File: config.mk
export PLATFORM = sky130hd
export DESIGN_NAME = aes_dec_block_feeder
export DESIGN_NICKNAME = d
export VERILOG_FILES = /design/src/rtl/aes_dec_pkg.sv /design/src/rtl/aes_word_packer.sv /design/src/rtl/aes_dec_block_feeder.sv
export SDC_FILE = /design/constraint.sdc
export NUM_CORES = 1
export LEC_CHECK = 0
export ABC_CLOCK_PERIOD_IN_PS = 1520
export BUFFER_PORTS_ARGS = -buffer_cell sky130_fd_sc_hd__buf_2
export CORE_AREA = 4 4 215 217
export CTS_CLUSTER_DIAMETER = 50
export DETAILED_ROUTE_END_ITERATION = 16
export DIE_AREA = 0 0 219 221
export HOLD_SLACK_MARGIN = 0.1
export PLACE_DENSITY_LB_ADDON = 0.15
export SYNTH_ARGS = -nofsm -noshare
export SYNTH_HDL_FRONTEND = slang
export SYNTH_SLANG_ARGS = --single-unit
File: constraint.sdc
create_clock -name clk -period 1.52 [get_ports clk]
set_input_delay 0.152 -clock clk [delete_from_list [all_inputs] [get_ports clk]]
set_output_delay 0.152 -clock clk [all_outputs]
set_load 0.01 [all_outputs]
File: src/rtl/aes_dec_pkg.sv
// Shared widths, counter sizes and FSM encoding for the AES-128 decrypt block feeder.
package aes_dec_pkg;
  localparam int WORD_W = 32;
  localparam int BLOCK_W = 128;
  localparam int WCNT_W = 2;
  localparam int SCNT_W = 4;
  localparam logic [WCNT_W-1:0] WCNT_LAST = '1;

  typedef enum logic [1:0] {FILL, SETTLE, HOLD} state_e;
endpackage

File: src/rtl/aes_word_packer.sv
// Four-slot 32-bit indexed write register forming one 128-bit block.
// MSB_FIRST places word index 0 in the most significant slot.
module aes_word_packer
  import aes_dec_pkg::*;
#(
  parameter bit MSB_FIRST = 1'b1
) (
  input  logic               clk,
  input  logic               rst,
  input  logic               we_i,
  input  logic [WCNT_W-1:0]  idx_i,
  input  logic [WORD_W-1:0]  word_i,
  output logic [BLOCK_W-1:0] blk_o
);
  localparam int NWORDS = BLOCK_W / WORD_W;

  logic [BLOCK_W-1:0] blk_q;
  logic [WCNT_W-1:0]  slot;

  assign slot = MSB_FIRST ? (WCNT_W'(NWORDS - 1) - idx_i) : idx_i;

  always_ff @(posedge clk) begin
    if (rst) begin
      blk_q <= '0;
    end else if (we_i) begin
      for (int i = 0; i < NWORDS; i++) begin
        if (slot == WCNT_W'(i)) blk_q[i*WORD_W +: WORD_W] <= word_i;
      end
    end
  end

  assign blk_o = blk_q;
endmodule

File: src/rtl/aes_dec_block_feeder.sv
// Packs key/ciphertext words for the combinational AES-128 decryptor, waits SETTLE_CYCLES,
// then captures the plaintext and offers it downstream over valid/ready.
module aes_dec_block_feeder
  import aes_dec_pkg::*;
#(
  parameter int unsigned SETTLE_CYCLES = 2
) (
  input  logic               clk,
  input  logic               rst,
  input  logic [WORD_W-1:0]  in_word,
  input  logic               in_is_key,
  input  logic               in_valid,
  output logic               in_ready,
  output logic [BLOCK_W-1:0] key_out,
  output logic [BLOCK_W-1:0] ct_out,
  input  logic [BLOCK_W-1:0] pt_in,
  output logic [BLOCK_W-1:0] pt_out,
  output logic               pt_valid,
  input  logic               pt_ready,
  output logic               key_valid,
  output logic               err_pulse
);
  state_e             state_q;
  logic [WCNT_W-1:0]  key_wcnt_q;
  logic [WCNT_W-1:0]  data_wcnt_q;
  logic [SCNT_W-1:0]  settle_cnt_q;
  logic               key_valid_q;
  logic               pt_valid_q;
  logic [BLOCK_W-1:0] pt_q;
  logic               err_q;

  logic key_acc;
  logic ct_acc;
  logic ct_drop;
  logic last_ct;

  // Key words are refused in HOLD; the 4th ciphertext word waits until the result drains.
  always_comb begin
    in_ready = 1'b0;
    unique case (state_q)
      FILL:    in_ready = 1'b1;
      HOLD:    in_ready = !in_is_key && ((data_wcnt_q != WCNT_LAST) || pt_ready);
      default: in_ready = 1'b0;
    endcase
  end

  assign key_acc = in_valid && in_ready && in_is_key;
  assign ct_acc  = in_valid && in_ready && !in_is_key && key_valid_q;
  assign ct_drop = in_valid && in_ready && !in_is_key && !key_valid_q;
  assign last_ct = ct_acc && (data_wcnt_q == WCNT_LAST);

  always_ff @(posedge clk) begin
    if (rst) begin
      state_q      <= FILL;
      key_wcnt_q   <= '0;
      data_wcnt_q  <= '0;
      settle_cnt_q <= '0;
      key_valid_q  <= 1'b0;
      pt_valid_q   <= 1'b0;
      pt_q         <= '0;
      err_q        <= 1'b0;
    end else begin
      err_q <= ct_drop || (key_acc && (data_wcnt_q != '0));

      if (key_acc) begin
        key_wcnt_q <= key_wcnt_q + 1'b1;
        if (key_wcnt_q == '0) key_valid_q <= 1'b0;
        if (key_wcnt_q == WCNT_LAST) key_valid_q <= 1'b1;
        if (data_wcnt_q != '0) data_wcnt_q <= '0;
      end
      if (ct_acc) data_wcnt_q <= data_wcnt_q + 1'b1;

      unique case (state_q)
        FILL: begin
          if (last_ct) begin
            state_q      <= SETTLE;
            settle_cnt_q <= SCNT_W'(SETTLE_CYCLES - 1);
          end
        end
        SETTLE: begin
          if (settle_cnt_q == '0) begin
            pt_q       <= pt_in;
            pt_valid_q <= 1'b1;
            state_q    <= HOLD;
          end else begin
            settle_cnt_q <= settle_cnt_q - 1'b1;
          end
        end
        HOLD: begin
          if (pt_ready) begin
            pt_valid_q <= 1'b0;
            if (last_ct) begin
              state_q      <= SETTLE;
              settle_cnt_q <= SCNT_W'(SETTLE_CYCLES - 1);
            end else begin
              state_q <= FILL;
            end
          end
        end
        default: state_q <= FILL;
      endcase
    end
  end

  // Key word 0 lands in the leftmost bits, matching big-endian [0:31] numbering.
  aes_word_packer #(.MSB_FIRST(1'b1)) u_key_pack (
    .clk    (clk),
    .rst    (rst),
    .we_i   (key_acc),
    .idx_i  (key_wcnt_q),
    .word_i (in_word),
    .blk_o  (key_out)
  );

  aes_word_packer #(.MSB_FIRST(1'b1)) u_ct_pack (
    .clk    (clk),
    .rst    (rst),
    .we_i   (ct_acc),
    .idx_i  (data_wcnt_q),
    .word_i (in_word),
    .blk_o  (ct_out)
  );

  assign pt_out    = pt_q;
  assign pt_valid  = pt_valid_q;
  assign key_valid = key_valid_q;
  assign err_pulse = err_q;
endmodule

==> results of run 1 <==
==> state kept, by name, summed over array words and instances, names as in the netlist <==
| register | count |
|---|---|
| key_valid | 1 |
| u_ct_pack.blk_o | 128 |
| pt_valid | 1 |
| u_key_pack.blk_o | 128 |
| key_wcnt_q | 2 |
| err_pulse | 1 |
| pt_out | 128 |
| data_wcnt_q | 2 |
| settle_cnt_q | 4 |
| state_q | 2 |
==> placed cells by master, fill, tap and decap left out, drive strengths merged, types with 10 or more instances in the layout <==
cell type      n
buf          718
nand3        260
inv           16
o31ai         32
dfxtp        397
o21ai        259
nand2b       130
nand4         32
clkinv        10
dlygate4sd3  163
a21oi        295
clkbuf        76
mux2i         96
==> kinds of logic (layout without fill, tap and decap cells) <==
| logic type | after synthesis | after routing | share of synthesized area (%) |
|---|---|---|---|
| AO/OA/AOI/OAI | 598 | 598 | 20.1 |
| flip-flops | 397 | 397 | 51.2 |
| adder cells (fa/ha/maj) | 9 | 9 | 0.725 |
| other | 0 | 4 | 0 |
| multiplexers | 96 | 96 | 6.19 |
| buffers and inverters | 212 | 993 | 5.67 |
| AND/OR/NAND/NOR | 448 | 449 | 16.2 |
==> final cells by class <==
| cell class | count | area [sq um] |
|---|---|---|
| well taps | 592 | 741 |
| clock inverters | 21 | 300 |
| diodes | 4 | 10.0 |
| clock buffers | 66 | 1390 |
| repair buffers | 892 | 7330 |
| fillers | 3762 | 18100 |
| multi-input cells | 1152 | 8280 |
| flip-flops and latches | 397 | 7960 |
| inverters | 14 | 56.3 |
==> worst reg2reg max path, stage by stage, from the launching register on <==
cell	delay (ns)
dfxtp_2	0.32
inv_2	0.07
ha_4	0.14
buf_6	0.10
or3b_4	0.48
buf_6	0.17
buf_6	0.12
buf_16	0.15
o21ai_2	0.12
a21oi_1	0.08
==> where the power goes <==
group	switching, mW	total (mW)	internal, mW	leakage (nW)
Sequential	0.0354	10.5	10.5	3.20
Clock	4.78	12.2	7.44	0.828
Combinational	0.961	1.75	0.793	6.85
Total	5.78	24.5	18.7	10.9
==> final timing paths <==
kind                                                    from                       end  slack [ns]  cells after the start
worst max-delay path            settle_cnt_q[1]$_SDFFE_PP0P_   pt_out[69]$_SDFFE_PP0P_       -0.35                      9
worst min register to register      pt_out[114]$_SDFFE_PP0P_  pt_out[114]$_SDFFE_PP0P_        0.45                      2
worst min-delay path                                pt_ready   state_q[1]$_SDFFE_PP0P_        0.16                      4
worst max register to register  settle_cnt_q[1]$_SDFFE_PP0P_   pt_out[69]$_SDFFE_PP0P_       -0.35                      9
==> timing repair <==
action | 4_1_cts | 5_1_grt
hold endpoints to repair | 386 | 0
cloned | 32 | 12
hold buffers | 163 | 0
resized for setup | 269 | 174
pin swaps | 116 | 81
endpoints found under the setup margin | 142 | 374
setup buffers | 35 | 17
==> per-layer routing <==
metal  GRT usage, %  up-vias
li1               -     7838
met1           34.8     8367
met2           41.8      809
met3           7.38      213
met4           11.4        0
met5              0        -
==> per-stage QoR <==
step | cell area [sq um] | power [mW]
floorplan | 15600 | 11.3
global placement | 19500 | 12.0
detailed placement | 19500 | 12.0
CTS | 24900 | 24.5
global route | 26100 | 25.2
finish | 26100 | 24.5
==> impl_results.md, run 1 <==
- Final WS setup: -0.345 ns
- CP Cell Sequence: inv_2 > ha_4 > buf_6 > or3b_4 > buf_6 > buf_6 > buf_16 > o21ai_2 > a21oi_1
- Req. time, crit path: 1.99 ns
- Met2 WL: 33000 um
- Synth cell count leaders: dfxtp_1 (397), a21oi_1 (295), nand3_1 (258), clkbuf_1 (137)
- Asr flop ratio synth: 0%
- Vias in the first global route: 16900
- Nature of the critical path startpoint: flop
- Die X-Extent: 219 um
- Layout cells sized above 1: 42.2%
- Row count: 77
- Top delay family on crit path: buffers and inverters
- Crit-path max FO: 7
- Setup TNS: -38.96 ns
- First-pass GRT wire length: 102000 um
- Most common cell in the netlist: dfxtp_1
- Worst Tran Pin Value: 0.477 ns
- Largest net degree at the start of global routing: 88
- Max-slew violation count: 0
- DP HPWL: 42700 um
- Largest cells by area after synthesis: dfxtp_1 (51%), a21oi_1 (9.5%), nand3_1 (8.3%), mux2i_1 (6.2%), nand2b_1 (5.2%)
- RSZ-0062 raised after global routing: true
- Routed length on met3: 6170 um
- Relative slew slack: 68.2%
- Number of synthesized register bits: 397
- Worst min-delay path category: in -> reg
- CTS clk-pin slew, worst paths: around 0.060 ns
- Vias: 17200
- Area of the die: 48400 sq um
- # clock sinks: 397
- Main flop type after synthesis: dfxtp_1
- Worst IR drop on VDD: 0.000928 V
- Crit end category: flop
- Pre-antenna DRT Iters: 5
- GP Congestion: roughly 0.84
- Post-synthesis to final-layout area growth: 67.8%
- Starting DRT DRC Count: 1245
- Final setup violation count: around 260
- Final Non-Filler Cells: 3138
- EDFF count, synth: 0
- Die height: 221 um
- Top layer in use: met4
- Post-Synthesis Net Count: 1934
- Routed WL per cell: ~23 um
- Syn Std Cell Area: 15500 sq um
- CP bufs+invs: 5
- Hold WS: 0.159 ns
- Max-cap violation count: 0
- Leading area contributor after synthesis: dfxtp_1
- Post-synthesis instance total: 1760
- IO Pins: 553
- Vias/cell: 5.49
- Synth top area share: 51.2%
- Initial Util: 35.2%
- Post-synthesis sequential area ratio: between 50% and 60%
- Ys Warns: 0
- Core Region: 44100 sq um
- Min Tclk post-route: between 1.5 and 2 ns
- Crit path max-delay cell type: or3b_4
- Pre-CTS setup slack: -0.194 ns
- Fin util: between 50% and 60%
- Most frequent CP cell: buf_6
- CTS buffer count: 48
- Crit share post-route: 123%
- Synth unique cells: 43
- Global route total overflow: 0
- Final Hold Vio Count: 0
- Status: finished, violations left
- Antenna-violating nets left: 0
- Leakage: 10.9 nW
- Nets: 2679
- CP Data Arrival Time: approximately 2.3 ns
- Clock latency on the worst-skew pair: between 0.5 and 0.6 ns
- CTS H-tree depth: 2
- CP peak stage delay: 0.48 ns
- DRC violation count after routing: 0
- Metal-1 WL: about 29000 um
- Max clock buf depth: 3
- Final WL: 71600 um
- Root buffer cell: clkbuf_16
- Clk_skew: approximately 0.018 ns
- Placed insts: 2800
- Avg Cell Area, Syn: 8.82 sq um
- Total track usage: 26.7%
- Power per cell area: around 940 nW/um^2
- Crit path kind: reg -> reg
- Initial antenna violation count: 6
- Failing checks: negative setup slack
- CTS tree: yes
- Fmax: 0.536 GHz
- Port Buffers: 552
No activity file was read; power rests on OpenSTA's default activity.
==> run 2: changes to the inputs <==
--- a/config.mk
+++ b/config.mk
@@ -6,7 +6,7 @@
 export NUM_CORES = 1
 export LEC_CHECK = 0
 export ABC_CLOCK_PERIOD_IN_PS = 1520
-export BUFFER_PORTS_ARGS = -buffer_cell sky130_fd_sc_hd__buf_2
+export BUFFER_PORTS_ARGS = -buffer_cell sky130_fd_sc_hd__clkbuf_2
 export CORE_AREA = 4 4 215 217
 export CTS_CLUSTER_DIAMETER = 50
 export DETAILED_ROUTE_END_ITERATION = 16
==> run 2 against run 1 <==
The run still ends with negative setup slack left. Highest routed layer unchanged. Combinational power hardly changed. Core utilization decreased by 0.64 points. Non-clock buffer count decreased by 12. Die area unchanged. Wire length grew 0.41%. Via count fell by 0.77%.
==> impl_results.md, run 2 (synthesized netlist as in run 1, its figures left out) <==
- Fin util: about three fifths
- Vias in the first global route: 16600
- Most frequent CP cell: buf_12
- Vias/cell: around 5.5
- Status: finished, violations left
- Layout cells sized above 1: 42.2%
- Multi-input combinational cell area: 8290 sq um
- Vias: 17100
- Clk_skew: 0.0263 ns
- Worst Tran Pin Value: 0.460 ns
- RSZ-0062 raised after global routing: true
- Power per cell area: just over 900 nW/um^2
- Fill cells: 3733
- Final WS setup: -0.334 ns
- Die X-Extent: 219 um
- CTS tree: yes
- Global route total overflow: 0
- Max clock buf depth: 3
- Nature of the critical path startpoint: flop
- Core Region: 44100 sq um
- Starting DRT DRC Count: 1259
- Crit end category: flop
- Finished Cell Area: 25800 sq um
- Leakage: 10.4 nW
- Crit path kind: reg -> reg
- Final setup violation count: 244
- Post-synthesis to final-layout area growth: 66.0%
- Die height: roughly 220 um
- Most frequent cells in the layout: clkbuf_2 (550), dfxtp_1 (392), a21oi_1 (241), nand3_1 (224), dlygate4sd3_1 (164)
- Final Hold Vio Count: 0
- Relative slew slack: 69.3%
- Hold WS: 0.151 ns
- Final WL: just over 70000 um
- Crit path max-delay cell type: or3b_4
- Clock latency on the worst-skew pair: 0.59 ns
- Cell area after placement: a little under 20000 sq um
- Crit share post-route: 122%
- Crit-path max FO: 8
- Failing checks: negative setup slack
- Port Buffers: 552
- CP peak stage delay: 0.42 ns
- Largest net degree at the start of global routing: 74
- Worst IR drop on VDD: 0.000807 V
- CP Data Arrival Time: 2.31 ns
- Commonest non-fill, non-tap cell in the layout: clkbuf_2
- Power, Total: 23.8 mW
- Req. time, crit path: about 2.0 ns
- Area of the die: a little under 50000 sq um
- Total track usage: 26.3%
- CTS H-tree depth: 2
- Initial Util: 35.2%
- Routed WL per cell: 23.0 um
- Nets: 2666
- Worst min-delay path category: in -> reg
- Fmax: roughly 0.54 GHz
- GP Congestion: 0.849
- Pre-antenna DRT Iters: 5
- Row count: 77
- Antenna-violating nets left: 0
- First-pass GRT wire length: between 100000 and 150000 um
- # clock sinks: ~400
- DRC violation count after routing: 0
- DP HPWL: 42400 um
- CP Cell Sequence: inv_2 > ha_4 > or3b_4 > buf_12 > buf_8 > buf_12 > buf_16 > o21ai_2 > a21oi_1
- Sequential cell area: 7960 sq um
- Initial antenna violation count: 5
- CTS clk-pin slew, worst paths: approximately 0.060 ns
- Min Tclk post-route: approximately 1.9 ns
- Root buffer cell: clkbuf_16
- CTS buffer count: 47
- Max-slew violation count: 0
- Max-cap violation count: 0
- IO Pins: 553
## run 2: path summary, 6_finish.rpt
path	start	cells past startpoint	slack, ns	end
worst max-delay path	settle_cnt_q[0]$_SDFFE_PP0P_	9	-0.33	pt_out[80]$_SDFFE_PP0P_
worst min-delay path	pt_ready	4	0.15	state_q[1]$_SDFFE_PP0P_
worst max register to register	settle_cnt_q[0]$_SDFFE_PP0P_	9	-0.33	pt_out[80]$_SDFFE_PP0P_
worst min register to register	pt_out[103]$_SDFFE_PP0P_	2	0.45	pt_out[103]$_SDFFE_PP0P_
## run 2: layout make-up
type / instances / share of cell area, %
repair buffers: 880 / 27.7
flip-flops and latches: 397 / 30.9
multi-input cells: 1152 / 32.2
inverters: 14 / 0.218
clock inverters: 15 / 0.738
clock buffers: 70 / 5.37
diodes: 4 / 0.0388
well taps: 592 / 2.87
## run 2: layer usage
metal	global-route usage, %	vias to the layer above	wire, um	part of all wire, %
met2	41.3	755	33000	46
met3	6.01	197	5560	7.7
li1	-	7793	-	-
met5	0	-	0	0
met4	10.7	0	3190	4.4
met1	34.9	8350	30100	42
## run 2: repair_timing
action	in CTS	in global routing
gates resized for setup	227	212
buffers inserted	23	14
cloned	22	24
setup endpoints to repair	165	262
pin swaps	116	107
hold buffers	164	0
endpoints found under the hold margin	373	0
## run 2: power by group
| group | internal (mW) | switching [mW] | total [mW] |
|---|---|---|---|
| combinational | 0.779 | 0.958 | 1.74 |
| clock | 6.83 | 4.68 | 11.5 |
| sequential | 10.5 | 0.0372 | 10.5 |
## run 2: critical path, delay by kind of cell, from the launching register on
kind | cells | cell delay (ns)
AO/OA/AOI/OAI | 2 | 0.19
adder cells (fa/ha/maj) | 1 | 0.15
buffers and inverters | 5 | 0.62
flip-flops | 1 | 0.33
AND/OR/NAND/NOR | 1 | 0.42
## run 2: stage by stage
| step | TNS [ns] | worst slack [ns] | std cells |
|---|---|---|---|
| after floorplan | -2.01 | -0.0296 | 1760 |
| after detailed placement | -20.08 | -0.240 | 2793 |
| final | -35.69 | -0.334 | 3124 |
| after global placement | -14.12 | -0.185 | 2793 |
| after CTS | -21.00 | -0.319 | 3087 |
| after global routing | -48.94 | -0.364 | 3124 |
